File: src/rtl/axis_allow_scheduler.sv
// Allowance scheduler for a set of AXI-Stream gatekeepers.
// It grants one-cycle allow pulses round-robin, bounded by a shared
// downstream credit pool and a per-channel limit on outstanding packets.
module axis_allow_scheduler #(
    parameter int NUM_CH          = 4,
    parameter int CREDIT_BITS     = 9,
    parameter int MAX_OUTSTANDING = 8
) (
    input  logic                   aclk,
    input  logic                   aresetn,
    input  logic                   enable,
    input  logic [CREDIT_BITS-1:0] credit_init,
    input  logic                   credit_return,
    input  logic [7:0]             gap_cycles,
    input  logic [NUM_CH-1:0]      req,
    input  logic [NUM_CH-1:0]      pkt_done,
    output logic [NUM_CH-1:0]      allow,
    output logic [CREDIT_BITS-1:0] credits,
    output logic                   busy,
    output logic                   err_underflow
);

    localparam int PTR_W = $clog2(NUM_CH);
    localparam int OUT_W = 8;

    typedef enum logic [1:0] {
        ST_LOAD,
        ST_IDLE,
        ST_GRANT,
        ST_GAP
    } state_t;

    state_t                   state_q, state_d;
    logic [CREDIT_BITS-1:0]   credits_q, credits_d;
    logic [OUT_W-1:0]         outstanding_q [NUM_CH];
    logic [OUT_W-1:0]         outstanding_d [NUM_CH];
    logic [PTR_W-1:0]         rr_ptr_q, rr_ptr_d;
    logic [PTR_W-1:0]         winner_q, winner_d;
    logic [7:0]               gap_cnt_q, gap_cnt_d;
    logic                     err_q, err_d;

    logic [NUM_CH-1:0]        eligible;
    logic                     arb_found;
    logic [PTR_W-1:0]         arb_idx;
    logic                     grant_now;

    assign grant_now = (state_q == ST_GRANT);

    // Round-robin pick: first eligible channel at or above rr_ptr, else wrap to the lowest.
    // NOTE: combinational blocks use blocking '=' and assign every output a default first, so no latch is inferred.
    always_comb begin
        eligible  = '0;
        arb_found = 1'b0;
        arb_idx   = rr_ptr_q;
        for (int i = 0; i < NUM_CH; i++) begin
            eligible[i] = req[i] && (outstanding_q[i] < OUT_W'(MAX_OUTSTANDING));
        end
        for (int i = 0; i < NUM_CH; i++) begin
            if (!arb_found && eligible[i] && (PTR_W'(i) >= rr_ptr_q)) begin
                arb_found = 1'b1;
                arb_idx   = PTR_W'(i);
            end
        end
        for (int i = 0; i < NUM_CH; i++) begin
            if (!arb_found && eligible[i]) begin
                arb_found = 1'b1;
                arb_idx   = PTR_W'(i);
            end
        end
    end

    // FSM next state, registered winner, round-robin pointer and gap counter.
    always_comb begin
        state_d   = state_q;
        winner_d  = winner_q;
        rr_ptr_d  = rr_ptr_q;
        gap_cnt_d = gap_cnt_q;
        case (state_q)
            ST_LOAD: state_d = ST_IDLE;
            ST_IDLE: begin
                if (enable && (credits_q != '0) && arb_found) begin
                    state_d  = ST_GRANT;
                    winner_d = arb_idx;
                end
            end
            ST_GRANT: begin
                rr_ptr_d = (winner_q == PTR_W'(NUM_CH - 1)) ? '0 : winner_q + PTR_W'(1);
                if (gap_cycles != 8'd0) begin
                    state_d   = ST_GAP;
                    gap_cnt_d = gap_cycles;
                end else begin
                    state_d = ST_IDLE;
                end
            end
            ST_GAP: begin
                if (gap_cnt_q != 8'd0) begin
                    gap_cnt_d = gap_cnt_q - 8'd1;
                end
                if (gap_cnt_q <= 8'd1) begin
                    state_d = ST_IDLE;
                end
            end
            default: state_d = ST_LOAD;
        endcase
    end

    // Credit pool: load, grant consumes one, return adds one (saturating); both together cancel.
    always_comb begin
        credits_d = credits_q;
        if (state_q == ST_LOAD) begin
            credits_d = credit_init;
        end else if (grant_now && !credit_return) begin
            credits_d = credits_q - CREDIT_BITS'(1);
        end else if (!grant_now && credit_return && (credits_q != '1)) begin
            credits_d = credits_q + CREDIT_BITS'(1);
        end
    end

    // Per-channel outstanding counts; a done with nothing outstanding raises the sticky error.
    always_comb begin
        err_d = err_q;
        for (int i = 0; i < NUM_CH; i++) begin
            outstanding_d[i] = outstanding_q[i];
            if (grant_now && (winner_q == PTR_W'(i))) begin
                if (!pkt_done[i]) begin
                    outstanding_d[i] = outstanding_q[i] + OUT_W'(1);
                end
            end else if (pkt_done[i]) begin
                if (outstanding_q[i] == '0) begin
                    err_d = 1'b1;
                end else begin
                    outstanding_d[i] = outstanding_q[i] - OUT_W'(1);
                end
            end
        end
    end

    // State registers with synchronous active-low reset.
    // NOTE: sequential state uses non-blocking '<=' so every register samples pre-edge values.
    always_ff @(posedge aclk) begin
        if (!aresetn) begin
            state_q   <= ST_LOAD;
            credits_q <= '0;
            rr_ptr_q  <= '0;
            winner_q  <= '0;
            gap_cnt_q <= '0;
            err_q     <= 1'b0;
            // NOTE: the outstanding array is small register storage that must start at zero, so it is reset explicitly.
            for (int i = 0; i < NUM_CH; i++) begin
                outstanding_q[i] <= '0;
            end
        end else begin
            state_q   <= state_d;
            credits_q <= credits_d;
            rr_ptr_q  <= rr_ptr_d;
            winner_q  <= winner_d;
            gap_cnt_q <= gap_cnt_d;
            err_q     <= err_d;
            for (int i = 0; i < NUM_CH; i++) begin
                outstanding_q[i] <= outstanding_d[i];
            end
        end
    end

    // Allow pulse is decoded from the registered winner, only in GRANT.
    always_comb begin
        allow = '0;
        for (int i = 0; i < NUM_CH; i++) begin
            allow[i] = grant_now && (winner_q == PTR_W'(i));
        end
    end

    assign credits       = credits_q;
    assign busy          = (state_q != ST_IDLE);
    assign err_underflow = err_q;

endmodule

File: config.mk
export PLATFORM = sky130hd
export DESIGN_NAME = axis_allow_scheduler
export DESIGN_NICKNAME = d
export VERILOG_FILES = /design/src/rtl/axis_allow_scheduler.sv
export SDC_FILE = /design/constraint.sdc
export NUM_CORES = 1
export LEC_CHECK = 0
export CAP_MARGIN = 15
export CORE_MARGIN = 5
export CORE_UTILIZATION = 55
export CTS_CLUSTER_DIAMETER = 200
export DETAILED_ROUTE_END_ITERATION = 10
export PLACE_DENSITY = 0.87
export RECOVER_POWER = 25
export SYNTH_ARGS = -nofsm -noshare
export SYNTH_HDL_FRONTEND = slang
export SYNTH_SLANG_ARGS = --single-unit
File: constraint.sdc
create_clock -name aclk -period 5.8 [get_ports aclk]
set_input_delay 1.16 -clock aclk [delete_from_list [all_inputs] [get_ports aclk]]
set_output_delay 1.16 -clock aclk [all_outputs]
set_load 0.005 [all_outputs]
==> run metrics <==
register area=approximately 0.0011 mm^2; fmax=about 270 MHz; initial antenna violation count=0; Routed Antenna Nets=0; worst-margin pin slew=2.63 ns; IO Port Bufs=43; Final Skew=just over 0.006 ns; die height=roughly 99 um; Worst setup EP type=register; CP top delay family=buffers and inverters; Total Routing Usage GR=0.198; maximum vdd drop=0.394 mV; Overflow after GRT=0; Mean Syn Cell Area=about 8.7 um^2; P&R area growth vs syn=13.2%; CP max stage cell=clkbuf_1; grt met3 use=0.0375; Vias/cell=roughly 5.9; die area=0.00979 mm^2; Leakage=2.11 nW; Worst slew margin=-0.751; fin crit share=0.630; clock sinks=56; global routing usage on met1=0.250; Filler cells=approximately 650; std cell rows=32; synthesis-stage register bit count=56; Clk pin slew, worst setup/hold paths=around 0.10 ns; Core Region=0.00773 mm^2; first-pass GRT wire length=approximately 16000 um; # hold bufs at CTS=0; largest net degree at the start of global routing=70; post-synthesis sequential area ratio=0.258; DRT Pass-1 Iters=4; vias in the first global route=3603; H-tree lvl count=2; Clock Latency Late Sink=0.32 ns; Remaining DRCs=0; final hold violation count=0; Max Cap Violations=1; First DRT Iteration DRCs=around 170; IO Pins=44; nets@finish=about 620; clk buf depth=2; worst path required time=6.05 ns; area of the multi-input gates=about 0.0031 mm^2; root buf cell=clkbuf_8; critical path, cell by cell=buf_2 -> clkbuf_1 -> nand2b_1 -> or4_1 -> o211ai_1; Slew Limit Fails=70; Antenna Cells=0; share of cells above drive strength 1=0.0557; failing checks=max-capacitance violations, max-slew violations; net count after synthesis=just under 600; Distinct cells, synth=67; CTS resizes=0; CP Launch Type=input pin; post-CTS setup buffer count=0; Post-Synthesis Cells=around 500; met2 Track Usage GR=0.345; post-DP HPWL=a little over 7000 um; slowest cell delay on critical path=about 1.9 ns; maximum fanout along the worst path=about 70; worst hold margin=0.489 ns; unrepaired setup endpoints after global routing=no; mapped cell area=approximately 0.0044 mm^2; async set-reset flop share out of synthesis=0; Initial Util=0.563; Hold WC Path Type=register to register; CTS buffer count=5; status=finished with violations; Routability Congestion=a little under 0.9; Final setup viols=0; routed via count=3800; Main synth FF type=dfxtp_1; minimum clock period=around 3.7 ns; Post-synth EDFFs=0; Die Wd=99.0 um; DR WL/cell=between 10 and 15 um; pwr dens=~540 mW/mm^2; Fin Setup TNS=0 ns; GRT busiest layer=met2; Bufs and invs on worst path=2; Yosys warning count=0; final WL=9600 um; CTS tree=built; critical path arrival=between 3 and 4 ns; Worst Path Class, Setup=input pin to register
## cell usage in the layout, fill, tap and decap left out, types with 4 or more instances in the layout
| master | instances |
|---|---|
| nor3_1 | 12 |
| xor2_1 | 11 |
| and2_1 | 5 |
| dfxtp_1 | 56 |
| nor2_1 | 24 |
| mux2i_1 | 27 |
| clkbuf_8 | 5 |
| o22ai_1 | 5 |
| o211ai_1 | 6 |
| a21boi_1 | 6 |
| nor4_2 | 4 |
| nor2b_1 | 20 |
| nand2b_1 | 8 |
| ha_1 | 42 |
| inv_1 | 26 |
| fa_1 | 5 |
| o21ai_1 | 5 |
| xnor2_1 | 19 |
| a21boi_0 | 5 |
| o211a_1 | 6 |
| o21a_1 | 9 |
| a21oi_1 | 33 |
| a21o_1 | 9 |
| nand2_1 | 46 |
| nand3b_1 | 6 |
| o21bai_1 | 4 |
| and3_1 | 4 |
| clkdlybuf4s50_1 | 40 |
| nor4_1 | 6 |
| o21ai_0 | 20 |
| nand3_1 | 14 |
## per-layer routing
metal  up-vias  routed length (um)
met5         -                   0
met4         0                 180
met3        17                 400
met2        86                4720
met1      1807                4310
li1       1890                   -
## final timing paths
path                 start             endpoint  slack, ns  cells past startpoint
min reg2reg  err_underflow        err_underflow       0.49                      1
max                aresetn  outstanding_q[0][7]       2.14                      5
max reg2reg     state_q[0]  outstanding_q[2][7]       2.74                     10
min          err_underflow        err_underflow       0.49                      1
## cell type report
| cell class | count | share of cell area |
|---|---|---|
| flip-flops and latches | 56 | 0.228 |
| repair buffers | 44 | 0.0871 |
| inverters | 27 | 0.0206 |
| clock buffers | 5 | 0.0140 |
| multi-input cells | 405 | 0.622 |
| clock inverters | 2 | 0.00254 |
| well taps | 102 | 0.0259 |
## report_power, final
group | internal [mW] | switching, mW
combinational | 0.856 | 0.881
clock | 0.0824 | 0.135
sequential | 0.536 | 0.173
## per-stage QoR
| step | util | setup slack (ns) | instance area, um^2 | std cells | total power, mW |
|---|---|---|---|---|---|
| floorplan | - | 2.77 | 4350 | 501 | 2.06 |
| global placement | 0.628 | 2.13 | 4850 | 634 | 2.34 |
| detailed placement | 0.628 | 2.05 | 4850 | 634 | 2.44 |
| CTS | 0.638 | 2.39 | 4930 | 641 | 2.67 |
| global route | 0.637 | 1.87 | 4930 | 641 | 2.91 |
| finish | 0.637 | 2.14 | 4930 | 641 | 2.66 |
## Yosys cell counts, drive strengths merged (8+ instances only)
library cell   n  area, um^2
nand2         46         173
a21oi         34         174
xnor2         19         166
nand3b         8        85.1
a21o           9        67.6
nor4          11         109
nand2b         8        50.1
clkbuf         8        30.0
nor2          24        90.1
nor3          12        60.1
nor2b         20         125
nand3         14        70.1
xor2          11        96.3
dfxtp         56        1120
o21a           9        67.6
a21boi        11        86.3
mux2i         27         270
inv           27         101
ha            42         526
o21ai         27         143
## logic make-up (layout without fill, tap and decap cells)
kind of cell	after synthesis	in the layout	share of synthesized area
XOR/XNOR	30	30	0.0604
buffers and inverters	40	78	0.0374
adder cells (fa/ha/maj)	47	47	0.144
AO/OA/AOI/OAI	135	135	0.213
flip-flops	56	56	0.258
multiplexers	30	30	0.0698
AND/OR/NAND/NOR	163	163	0.218
## state kept, by name (all words and copies together), names as in the netlist
name	cells
credits	9
err_underflow	1
gap_cnt_q	8
outstanding_q	32
rr_ptr_q	2
state_q	2
winner_q	2
(Power assumes the default switching activity.)
